**src/rtl/param_stack_if.sv**
```systemverilog
// Handshake bundle for param_stack: request strobes in, stack view out.
// hwm exists only when STACK_HWM_EN is defined.
interface param_stack_if #(
  parameter int WIDTH = 8,
  parameter int DEPTH = 16
);
  localparam int CW = $clog2(DEPTH + 1);

  logic             push_en;
  logic             pop_en;
  logic [WIDTH-1:0] push_data;
  logic             err_clr;
  logic [WIDTH-1:0] top;
  logic [CW-1:0]    count;
  logic             full;
  logic             empty;
  logic             overflow;
  logic             underflow;
`ifdef STACK_HWM_EN
  logic [CW-1:0]    hwm;
`endif

`ifdef STACK_HWM_EN
  modport master (
    output push_en, pop_en, push_data, err_clr,
    input  top, count, full, empty,
    input  overflow, underflow, hwm
  );
  modport slave (
    input  push_en, pop_en, push_data, err_clr,
    output top, count, full, empty,
    output overflow, underflow, hwm
  );
`else
  modport master (
    output push_en, pop_en, push_data, err_clr,
    input  top, count, full, empty,
    input  overflow, underflow
  );
  modport slave (
    input  push_en, pop_en, push_data, err_clr,
    output top, count, full, empty,
    output overflow, underflow
  );
`endif
endinterface

```
**src/rtl/param_stack.sv**
```systemverilog
// Parametrised LIFO with replace-top, sticky error flags and zero-latency top.
// Optional high-water mark enabled by defining STACK_HWM_EN.
module param_stack #(
  parameter int WIDTH = 8,
  parameter int DEPTH = 16
) (
  input  logic      clk,
  input  logic      clr_n,
  param_stack_if.slave stk
);
  localparam int CW = $clog2(DEPTH + 1);
  localparam int AW = $clog2(DEPTH);
  localparam logic [CW-1:0] FULL_C = CW'(DEPTH);
  localparam logic [CW-1:0] ONE_C  = CW'(1);

  typedef enum logic [2:0] {
    OP_HOLD,
    OP_PUSH,
    OP_POP,
    OP_REP,
    OP_OVF,
    OP_UDF
  } op_e;

  logic [WIDTH-1:0] mem [DEPTH];
  logic [CW-1:0]    cnt_q;
  logic [CW-1:0]    cnt_d;
  logic             ovf_q;
  logic             ovf_d;
  logic             udf_q;
  logic             udf_d;
  logic             full;
  logic             empty;
  logic             we;
  logic [AW-1:0]    top_idx;
  logic [AW-1:0]    wr_idx;
  op_e              op;

  assign full    = (cnt_q == FULL_C);
  assign empty   = (cnt_q == '0);
  assign top_idx = AW'(cnt_q - ONE_C);

  always_comb begin
    op = OP_HOLD;
    unique case (1'b1)
      stk.push_en & ~stk.pop_en & ~full:  op = OP_PUSH;
      stk.push_en & ~stk.pop_en & full:   op = OP_OVF;
      ~stk.push_en & stk.pop_en & ~empty: op = OP_POP;
      ~stk.push_en & stk.pop_en & empty:  op = OP_UDF;
      stk.push_en & stk.pop_en & ~empty:  op = OP_REP;
      // push+pop on empty degenerates to push
      stk.push_en & stk.pop_en & empty:   op = OP_PUSH;
      default:                            op = OP_HOLD;
    endcase
  end

  always_comb begin
    cnt_d  = cnt_q;
    we     = 1'b0;
    wr_idx = AW'(cnt_q);
    unique case (op)
      OP_PUSH: begin
        cnt_d = cnt_q + ONE_C;
        we    = 1'b1;
      end
      OP_POP:  cnt_d = cnt_q - ONE_C;
      OP_REP: begin
        we     = 1'b1;
        wr_idx = top_idx;
      end
      default: cnt_d = cnt_q;
    endcase
  end

  assign ovf_d = (op == OP_OVF) | (ovf_q & ~stk.err_clr);
  assign udf_d = (op == OP_UDF) | (udf_q & ~stk.err_clr);

  always_ff @(posedge clk or negedge clr_n) begin
    if (!clr_n) begin
      cnt_q <= '0;
      ovf_q <= 1'b0;
      udf_q <= 1'b0;
    end else begin
      cnt_q <= cnt_d;
      ovf_q <= ovf_d;
      udf_q <= udf_d;
    end
  end

  // storage is never cleared; reset only blocks the write
  always_ff @(posedge clk) begin
    if (clr_n && we) begin
      mem[wr_idx] <= stk.push_data;
    end
  end

  assign stk.top       = empty ? '0 : mem[top_idx];
  assign stk.count     = cnt_q;
  assign stk.full      = full;
  assign stk.empty     = empty;
  assign stk.overflow  = ovf_q;
  assign stk.underflow = udf_q;

`ifdef STACK_HWM_EN
  logic [CW-1:0] hwm_q;
  logic [CW-1:0] hwm_d;

  always_comb begin
    hwm_d = hwm_q;
    if (stk.err_clr) begin
      hwm_d = cnt_d;
    end else if (cnt_d > hwm_q) begin
      hwm_d = cnt_d;
    end
  end

  always_ff @(posedge clk or negedge clr_n) begin
    if (!clr_n) begin
      hwm_q <= '0;
    end else begin
      hwm_q <= hwm_d;
    end
  end

  assign stk.hwm = hwm_q;
`endif
endmodule

```
**src/flat_wrapper.sv**
```systemverilog
// flat-port wrapper written by rule: the top's interface ports become plain ports
module param_stack_flat 
#(
  parameter int WIDTH = 8,
  parameter int DEPTH = 16
)
  (clk, clr_n, stk_push_en, stk_pop_en, stk_push_data, stk_err_clr, stk_top, stk_count, stk_full, stk_empty, stk_overflow, stk_underflow);
  param_stack_if #(.WIDTH(WIDTH), .DEPTH(DEPTH)) stk_i ();
  input  logic clk;
  input  logic clr_n;
  input wire logic [$bits(stk_i.push_en)-1:0] stk_push_en;
  input wire logic [$bits(stk_i.pop_en)-1:0] stk_pop_en;
  input wire logic [$bits(stk_i.push_data)-1:0] stk_push_data;
  input wire logic [$bits(stk_i.err_clr)-1:0] stk_err_clr;
  output wire logic [$bits(stk_i.top)-1:0] stk_top;
  output wire logic [$bits(stk_i.count)-1:0] stk_count;
  output wire logic [$bits(stk_i.full)-1:0] stk_full;
  output wire logic [$bits(stk_i.empty)-1:0] stk_empty;
  output wire logic [$bits(stk_i.overflow)-1:0] stk_overflow;
  output wire logic [$bits(stk_i.underflow)-1:0] stk_underflow;
  assign stk_i.push_en = stk_push_en;
  assign stk_i.pop_en = stk_pop_en;
  assign stk_i.push_data = stk_push_data;
  assign stk_i.err_clr = stk_err_clr;
  assign stk_top = stk_i.top;
  assign stk_count = stk_i.count;
  assign stk_full = stk_i.full;
  assign stk_empty = stk_i.empty;
  assign stk_overflow = stk_i.overflow;
  assign stk_underflow = stk_i.underflow;
  param_stack #(.WIDTH(WIDTH), .DEPTH(DEPTH)) u_core (.clk(clk), .clr_n(clr_n), .stk(stk_i));
endmodule
```
**config.mk**
```make
export PLATFORM = sky130hd
export DESIGN_NAME = param_stack_flat
export DESIGN_NICKNAME = d
export VERILOG_FILES = /design/src/rtl/param_stack_if.sv /design/src/rtl/param_stack.sv /design/src/flat_wrapper.sv
export SDC_FILE = /design/constraint.sdc
export NUM_CORES = 1
export LEC_CHECK = 0
export ABC_AREA = 1
export ABC_CLOCK_PERIOD_IN_PS = 8000
export CORE_AREA = 2 2 122 89
export CTS_BUF_LIST = sky130_fd_sc_hd__clkbuf_8
export DETAILED_ROUTE_END_ITERATION = 12
export DIE_AREA = 0 0 124 91
export GPL_TIMING_DRIVEN = 1
export PLACE_DENSITY = 0.78
export SLEW_MARGIN = 5
export SYNTH_ARGS = -nofsm -noshare
export SYNTH_HDL_FRONTEND = slang
export SYNTH_SLANG_ARGS = --single-unit
```
**constraint.sdc**
```tcl
create_clock -name clk -period 8 [get_ports clk]
set_clock_uncertainty 0.2 [all_clocks]
set_input_delay 1.6 -clock clk [delete_from_list [all_inputs] [get_ports clk]]
set_output_delay 1.6 -clock clk [all_outputs]
set_load 0.02 [all_outputs]
```
==> impl_metrics.yaml <==
run_status:
  outcome: "finished clean"
clocking:
  tritoncts: "yes"
  post_cts_buffers: 0
  postCtsHoldBufs: 0
  cts_buffers: 17
  max-clock-path-buffers: 2
  clock_sink_count: 135
  cts_root_buffer: "sky130_fd_sc_hd__clkbuf_8"
  cts_resized: 0
  clkTransAtPathRegs_ns: 0.08
  worst_skew_pair.late_latency_ns: 0.44
  cts.htree.levels: 4
floorplan:
  rows: 31
  initial_core_util: 0.5880
  die_y_um: 91
  die_w_um: 124
  core_area_sq_um: 10080
  fp.dieArea_sq_um: 11280
  io-pin-count: 30
worst_setup_path:
  worstPathArrival_ns: 4.51
  crit_end: "stk_top[3]"
  rr_startpoint: "u_core.stk.count[0]$_DFFE_PN0P_"
  worstPathMaxFanout: 71
  crit_path_start: "u_core.stk.count[0]$_DFFE_PN0P_"
  r2r-end: "u_core.mem[0][4]$_DFFE_PP_"
  setup.worst_path.start_class: "flop"
  timing.critical_path.required_ns: 6.20
  timing.setup.critical_path_class: "flop to primary output"
  regToRegSetupSlack_ns: 3.38
  r2r_cells: 8
  endpoint_kind: "primary output"
route:
  routed-via-count: 4155
  drc_errors: 0
  detail_route.first_pass.iterations: 6
  remaining_number_of_nets_flagged_by_the_antenna_check_after_routing: 0
  routedWlPerCell_um: 18.84
  vias_per_cell: 5.771
  detail_route.wirelength_mm: 13.57
  drt_first_iter_violations: 574
place:
  place_hpwl_mm: 8.529
  placement.setup.worst_slack_ns: 2.194
  detailed_place.area_sq_um: 6252
  port-buffer-count: 29
  placed_insts: 688
  gpl.final_weighted_congestion: 0.9639
finish:
  synthToLayoutAreaGrowth_pct: 11.65
  non_filler_cells_in_the_finished_layout: 720
  fillCellCount: 778
  area_taken_by_multi_input_logic_gates_sq_um: 1653
  final-seq-area_sq_um: 4020
  layout.nets: 591
  antenna_cells: 0
  layout-drive-gt1-share: 0.08673
  design_area_sq_um: 6620
yosys:
  post_synth_inst_count: 552
  synth-seq-cells: 135
  ys_types: 26
  synth_area_sq_um: 5929
  ys.warnings.count: 0
  syn-num-nets: 568
  synth.largest_area_cell: "sky130_fd_sc_hd__edfxtp_1"
  avgSynthCellArea_sq_um: 10.74
  synth.area.top_cells: "sky130_fd_sc_hd__edfxtp_1 65%, sky130_fd_sc_hd__nand2_1 12%, sky130_fd_sc_hd__nand3_1 8.4%, sky130_fd_sc_hd__dfrtp_1 3.0%, sky130_fd_sc_hd__nor2_1 2.0%"
  yosysTopAreaCellShare: 0.6482
  synth-seq-area-share: 0.6778
global_route:
  grt_pass1_vias: 4012
  grt_overflow: 0
  grtUsageTotal: 0.2591
  grt_pass1_wl_mm: 21.38
  grt_antenna_before_repair: 0
  grt_start_max_net_pins: 72
sta:
  maxClockFrequency_ghz: 0.1584
  worst_slew_pin_slew_ns: 1.119
  max-slew-margin-rel: 0.2511
  setup_viol: 0
  finalCriticalPeriod_ns: 6.312
  finalHoldViolations: 0
  crit_share_post_route: 0.7890
  maxSlewViolCount: 0
  layout_setup_ws_ns: 1.688
  unrepaired_setup_endpoints_after_global_routing: "false"
  setup_tns_ns: 0
job:
  max-cap-violations: 0
pwr:
  power_per_cell_area_nw_per_um2: 410.5
  max-vdd-ir-drop_v: 0.0002369
  combinational_power_share: 0.494
  sequentialPowerShare: 0.313
  clock_power_share: 0.193
  report.power.total_mw: 2.717
  switchingPower_mw: 1.222
  leakage_nw: 2.510
  p_int_mw: 1.495
  power_switching_share: 0.4499
hold_path:
  min_path_type: "flop to flop"
cell type report:
class,instances,share of cell area
Clock buffer,17,0.03534
Sequential cell,135,0.6073
Inverter,27,0.01531
Timing Repair Buffer,32,0.04725
Tap cell,132,0.02495
Multi-Input combinational cell,362,0.2497
Clock inverter,15,0.02022
through the flow:
stage	utilization	hold WS, ns
global placement	0.6200	0.3312
floorplan	-	0.4092
finish	0.6565	0.3781
detailed placement	0.6200	0.3544
global route	0.6565	0.3844
CTS	0.6565	0.3663
placed cells by master, fill, tap and decap left out, drive strengths merged, types with 2 or more instances in the layout:
cell type / count
nand2: 192
edfxtp: 128
nand3: 104
inv: 34
nor2: 32
clkdlybuf4s50: 29
clkbuf: 17
a21oi: 15
dfrtp: 7
xor2: 6
clkinv: 6
o21ai: 5
ha: 3
buf: 3
nand4: 2
clkinvlp: 2
worst min-delay path by stage:
stage,startpoint,to,depth (start not counted)
final,u_core.stk.underflow$_DFF_PN0_,u_core.stk.underflow$_DFF_PN0_,2
after detailed placement,u_core.stk.underflow$_DFF_PN0_,u_core.stk.underflow$_DFF_PN0_,2
after global placement,u_core.stk.underflow$_DFF_PN0_,u_core.stk.underflow$_DFF_PN0_,2
after CTS,u_core.stk.underflow$_DFF_PN0_,u_core.stk.underflow$_DFF_PN0_,2
after floorplan,u_core.stk.underflow$_DFF_PN0_,u_core.stk.underflow$_DFF_PN0_,2
after global routing,u_core.stk.underflow$_DFF_PN0_,u_core.stk.underflow$_DFF_PN0_,2
sequential cells by signal, summed over array words and instances (netlist names):
signal / cells
u_core.stk.count: 5
u_core.stk.underflow: 1
u_core.stk.overflow: 1
u_core.mem: 128
layer usage:
layer / share of wire / routed length [um] / GRT usage / vias up
met4: 0.019 / 253 / 0.07959 / 0
li1: - / - / - / 1936
met1: 0.44 / 6015 / 0.3860 / 1980
met2: 0.45 / 6108 / 0.3700 / 209
met3: 0.088 / 1188 / 0.07538 / 30
met5: 0 / 0 / 0 / -
cell families after synthesis:
family	after synthesis	synth area share
buf+inv	55	0.04347
simple gates	330	0.2376
fa+ha+maj	3	0.006331
compound gates	22	0.02194
xor+xnor	7	0.01287
flops	135	0.6778
synthesized netlist by cell type:
master	n
sky130_fd_sc_hd__o32ai_1	1
sky130_fd_sc_hd__nand3_1	99
sky130_fd_sc_hd__clkbuf_1	8
sky130_fd_sc_hd__inv_2	3
sky130_fd_sc_hd__edfxtp_1	128
sky130_fd_sc_hd__nand2_2	1
sky130_fd_sc_hd__o21ai_0	1
sky130_fd_sc_hd__ha_1	3
sky130_fd_sc_hd__nand3_2	5
sky130_fd_sc_hd__buf_6	2
sky130_fd_sc_hd__buf_2	11
sky130_fd_sc_hd__xnor2_2	1
sky130_fd_sc_hd__buf_1	1
sky130_fd_sc_hd__nor2_4	1
sky130_fd_sc_hd__nand2_1	191
sky130_fd_sc_hd__xor2_1	5
sky130_fd_sc_hd__nor2_1	31
sky130_fd_sc_hd__nand4_1	2
sky130_fd_sc_hd__o22ai_1	1
sky130_fd_sc_hd__o21ai_2	4
sky130_fd_sc_hd__dfrtp_1	7
sky130_fd_sc_hd__clkinv_1	2
sky130_fd_sc_hd__buf_4	6
sky130_fd_sc_hd__xor2_2	1
sky130_fd_sc_hd__inv_1	22
sky130_fd_sc_hd__a21oi_1	15
power by group through the flow:
stage          Combinational [mW]  Sequential (mW)  Clock (mW)
4_1_cts                      1.34            0.850       0.529
6_report                     1.34            0.851       0.525
5_1_grt                      1.48            0.856       0.559
2_1_floorplan               0.927            0.866           0
3_3_place_gp                 1.31            0.865           0
3_5_place_dp                 1.33            0.865           0
worst max-delay path: stages, from the launching register on:
cell and delay (ns):
sky130_fd_sc_hd__dfrtp_2 0.36, sky130_fd_sc_hd__buf_4 0.58, sky130_fd_sc_hd__inv_2 0.09, sky130_fd_sc_hd__ha_1 0.30
sky130_fd_sc_hd__buf_4 0.42, sky130_fd_sc_hd__clkinv_1 0.84, sky130_fd_sc_hd__nand3_1 0.32, sky130_fd_sc_hd__nand3_1 0.12
sky130_fd_sc_hd__nand3_1 0.15, sky130_fd_sc_hd__nand2_1 0.08, sky130_fd_sc_hd__nor2_1 0.15, sky130_fd_sc_hd__clkdlybuf4s50_1 0.63
Power figures use the tool's default switching activity.
